**config.mk**
```make
export PLATFORM = sky130hd
export DESIGN_NAME = countdown_timer
export DESIGN_NICKNAME = d
export VERILOG_FILES = /design/src/rtl/countdown_timer_pkg.sv /design/src/rtl/countdown_timer.sv
export SDC_FILE = /design/constraint.sdc
export NUM_CORES = 1
export LEC_CHECK = 0
export CAP_MARGIN = 20
export CELL_PAD_IN_SITES_DETAIL_PLACEMENT = 0
export CELL_PAD_IN_SITES_GLOBAL_PLACEMENT = 1
export CORE_MARGIN = 2
export CORE_UTILIZATION = 36
export CTS_BUF_LIST = sky130_fd_sc_hd__clkbuf_8
export DETAILED_ROUTE_END_ITERATION = 10
export PLACE_DENSITY_LB_ADDON = 0.1
export SYNTH_ARGS = -nofsm -noshare
export SYNTH_HDL_FRONTEND = slang
export SYNTH_SLANG_ARGS = --single-unit
```
**constraint.sdc**
```tcl
create_clock -name clk -period 4.5 [get_ports clk]
set_input_delay 0.9 -clock clk [delete_from_list [all_inputs] [get_ports clk]]
set_output_delay 0.9 -clock clk [all_outputs]
set_load 0.01 [all_outputs]
```
**src/rtl/countdown_timer_pkg.sv**
```systemverilog
// Shared definitions for the countdown timer.
//
// countdown_state_e : controller state
//   CD_IDLE - waiting for a load; load_ready is high
//   CD_RUN  - counting enabled ticks down toward zero
//   CD_DONE - interval elapsed; done_valid held until acknowledged
package countdown_timer_pkg;

  typedef enum logic [1:0] {
    CD_IDLE = 2'd0,
    CD_RUN  = 2'd1,
    CD_DONE = 2'd2
  } countdown_state_e;

endpackage : countdown_timer_pkg

```
**src/rtl/countdown_timer.sv**
```systemverilog
// countdown_timer
//
// Loadable down-counter. A length is accepted over the load handshake, the
// timer decrements once per enabled cycle, and expiry is reported over the
// done handshake. Once done is acknowledged the timer returns to idle and can
// accept the next load on the following edge.
//
// Parameters
//   WIDTH      - width of load_value and count
//
// Ports
//   clk        in   rising-edge clock
//   rst        in   synchronous active-high reset (priority over all inputs)
//   en         in   tick enable, only effective while running
//   load_valid in   load request
//   load_ready out  timer idle and able to take a load
//   load_value in   interval length in enabled ticks (unsigned)
//   count      out  remaining ticks (registered)
//   busy       out  running or waiting for done acknowledge
//   done_valid out  interval expired, awaiting acknowledge
//   done_ready in   done acknowledge
module countdown_timer
  import countdown_timer_pkg::*;
#(
  parameter int WIDTH = 8
) (
  input  logic             clk,
  input  logic             rst,
  input  logic             en,
  input  logic             load_valid,
  output logic             load_ready,
  input  logic [WIDTH-1:0] load_value,
  output logic [WIDTH-1:0] count,
  output logic             busy,
  output logic             done_valid,
  input  logic             done_ready
);

  localparam logic [WIDTH-1:0] ONE      = WIDTH'(1);
  localparam logic [WIDTH-1:0] ALL_ONES = {WIDTH{1'b1}};

  // Decrement as an add of all-ones (-1 mod 2^WIDTH). RUN never holds zero,
  // so the wrap case is unreachable.
  function automatic logic [WIDTH-1:0] dec_count(input logic [WIDTH-1:0] v);
    return v + ALL_ONES;
  endfunction

  countdown_state_e state_q, state_d;
  logic [WIDTH-1:0] count_q, count_d;

  always_comb begin
    state_d = state_q;
    count_d = count_q;
    unique case (state_q)
      CD_IDLE: begin
        if (load_valid) begin
          if (load_value == '0) begin
            // A zero-length interval expires immediately.
            state_d = CD_DONE;
            count_d = '0;
          end else begin
            state_d = CD_RUN;
            count_d = load_value;
          end
        end
      end
      CD_RUN: begin
        if (en) begin
          count_d = dec_count(count_q);
          // The tick that takes count from 1 to 0 also ends the interval.
          if (count_q == ONE) begin
            state_d = CD_DONE;
          end
        end
      end
      CD_DONE: begin
        count_d = '0;
        if (done_ready) begin
          state_d = CD_IDLE;
        end
      end
      default: begin
        state_d = CD_IDLE;
        count_d = '0;
      end
    endcase
  end

  always_ff @(posedge clk) begin
    if (rst) begin
      state_q <= CD_IDLE;
      count_q <= '0;
    end else begin
      state_q <= state_d;
      count_q <= count_d;
    end
  end

  // Handshake outputs decode the state register only; no input feeds them.
  assign load_ready = (state_q == CD_IDLE);
  assign done_valid = (state_q == CD_DONE);
  assign busy       = (state_q != CD_IDLE);
  assign count      = count_q;

endmodule : countdown_timer

```
==> impl_metrics.yaml <==
cts:
  clock_latency_ns: 0.24
  cts_resized: 0
  cts_setup_buffers: 0
  ctsHoldBuffers: 0
  cts_buffers: 3
  clock_sinks: 10
  cts_tree: "done"
  clockBufferDepth: 2
  h-tree-depth: 1
  path_clk_slew_ns: 0.05
  clockRootBuffer: "clkbuf_8"
outcome:
  status: "completed"
route:
  wl_per_cell_um: 12.6
  post-route-drc-count: 0
  num_vias: 729
  vias_per_cell: 5.24
  ant_nets: 0
  drt-pass1-iter-count: 4
  wl_mm: 1.76
  drt_iter0_markers: 9
logic_synthesis:
  synth_seq_cells: 10
  syn-cell-area_um2: 732
  yosysWarnings: 0
  synth_commonest_cells: "dfxtp_1 (10), inv_1 (9), nor2_1 (9)"
  synth_top_area_frac: 0.274
  async_flop_share: 0
  ys_seq_area_frac: 0.274
  yosysTopAreaCell: "dfxtp_1"
  synth_nets: 104
  yosys_most_used_dff: "dfxtp_1"
  synth_cells: 89
  yosysMostFrequentCell: "dfxtp_1"
  synth_cell_types: 38
  synth_edf_count: 0
  synth_top_cells_by_area: "dfxtp_1 (27%), inv_1 (4.6%), nor2_1 (4.6%), a221oi_2 (4.1%), a21oi_2 (3.6%)"
  avgSynthCellArea_um2: 8.22
sta:
  setup_viol: 0
  tns_ns: 0
  slew_headroom: 0.363
  fin_crit_sh: 0.592
  fin_crit_ns: 2.67
  worst_clock_skew_ns: 0.00232
  finalHoldViolations: 0
  tightestPinTransition_ns: 0.953
  rsz0062_at_grt: "no"
  maxSlewViolCount: 0
  fmax_ghz: 0.375
setup_path:
  cp-start-kind: "flop"
  cp_num_buf_inv: 2
  worstPathRequired_ns: 3.60
  worstPathMaxFanout: 17
  cpLargestDelayFamily: "buffers and inverters"
  critPathArrivalTime_ns: 1.77
  slowest_delay_ns: 0.56
  worst_path_max_delay_cell: "clkdlybuf4s50_1"
  cp_cell_sequence: "or2_1, inv_1, clkdlybuf4s50_1"
  crit_type: "reg2out"
  crit_path_end_kind: "output port"
die:
  die_y_um: 49.1
  die_w_um: 49.1
  io_pins: 24
  row_count: 16
  die-area_um2: 2410
  start_util: 0.377
  core_area_um2: 1940
cells_and_area:
  drive_gt1_frac: 0.152
  fillers: 194
  fin_nets: 128
  area_growth_pct: 39.3
  antenna_cells: 0
  multi_input_area_um2: 467
  fin_area_um2: 1020
  regArea_um2: 200
power_and_ir_drop:
  p_sw_frac: 0.419
  power.density_nw_per_um2: 628
  vdd_ir_drop_max_uv: 306
  seqPwrFrac: 0.270
  combPwrFrac: 0.554
  p_clk_frac: 0.177
  switchingPower_w: 0.000268
  p_leak_nw: 0.367
  p_int_w: 0.000372
placement:
  port_buffers: 23
  dp_hpwl_mm: 1.35
  place_area_um2: 965
  gp_congestion: 0.772
grt:
  grt_pass1_wl_mm: 3.03
  grt_max_degree: 18
  grt_overflow: 0
  grt_usage: 0.160
  grt_antenna_before_repair: 0
  grt_pass1_vias: 680
flow_run:
  maxCapViolations: 0
worst_hold_path:
  hold_class: "reg2reg"
area by class of cell:
class	count	area share
multi-input combinational	66	0.458
timing repair buffer	23	0.226
sequential	10	0.196
clock buffer	4	0.0540
inverter	9	0.0331
tap	27	0.0331
cells in the final DEF (no fill, tap or decap), types with 2 or more instances in the layout:
cell,netlist,layout
clkdlybuf4s50_1,0,23
dfxtp_1,10,10
inv_1,9,9
nor2_1,9,9
nand2_1,6,6
a21oi_1,5,5
o21ai_0,5,5
clkbuf_8,0,4
nand2b_1,3,3
a21oi_2,3,3
nor2b_1,2,2
a221oi_2,2,2
nand3b_1,2,2
a32oi_1,2,2
nor3_1,2,2
mux2_2,2,2
nor4_1,2,2
ha_1,2,2
per-layer routing:
| metal | vias up | wire length (um) | GRT usage |
|---|---|---|---|
| li1 | 371 | - | - |
| met1 | 339 | 873 | 0.211 |
| met2 | 17 | 786 | 0.248 |
| met3 | 2 | 82 | 0.0337 |
| met4 | 0 | 14 | 0.0714 |
| met5 | - | 0 | 0 |
registers in the layout (all words and copies together) (netlist names):
register,count
count,8
state_q,2
power groups by stage:
| stage | Sequential [W] | Clock [W] | Combinational (W) |
|---|---|---|---|
| 3_5_place_dp | 0.000172 | 0 | 0.000356 |
| 6_report | 0.000173 | 0.000113 | 0.000355 |
| 4_1_cts | 0.000171 | 0.000117 | 0.000358 |
| 2_1_floorplan | 0.000164 | 0 | 0.000254 |
| 3_3_place_gp | 0.000173 | 0 | 0.000355 |
| 5_1_grt | 0.000179 | 0.000124 | 0.000389 |
path summary, 6_finish.rpt:
kind	startpoint	endpoint	slack (ns)	cells past startpoint
worst min-delay path	count[1]	count[1]	0.52	2
worst min register to register	count[1]	count[1]	0.52	2
worst max-delay path	state_q[0]	load_ready	1.83	3
worst max register to register	state_q[0]	count[5]	2.43	4
cell families after synthesis:
family	synth area share
multiplexers	0.0308
flip-flops	0.274
AND/OR/NAND/NOR	0.291
adder cells (fa/ha/maj)	0.0342
AO/OA/AOI/OAI	0.282
buffers and inverters	0.0889
per-stage QoR:
step	total power, W	worst slack [ns]	std cells	util	hold slack, ns
2_1_floorplan	0.000419	2.68	89	-	0.520
3_3_place_gp	0.000528	1.79	135	0.497	0.503
3_5_place_dp	0.000529	1.72	135	0.497	0.514
4_1_cts	0.000646	1.83	139	0.525	0.525
5_1_grt	0.000692	1.75	139	0.525	0.551
6_report	0.000641	1.83	139	0.525	0.523
tightest hold or removal path: cells and delay by family (launching register included):
family / cells / cell delay [ns]
AO/OA/AOI/OAI: 1 / 0.05
flip-flops: 1 / 0.35
AND/OR/NAND/NOR: 1 / 0.07
Note: power is estimated with default switching activity, not from simulation.
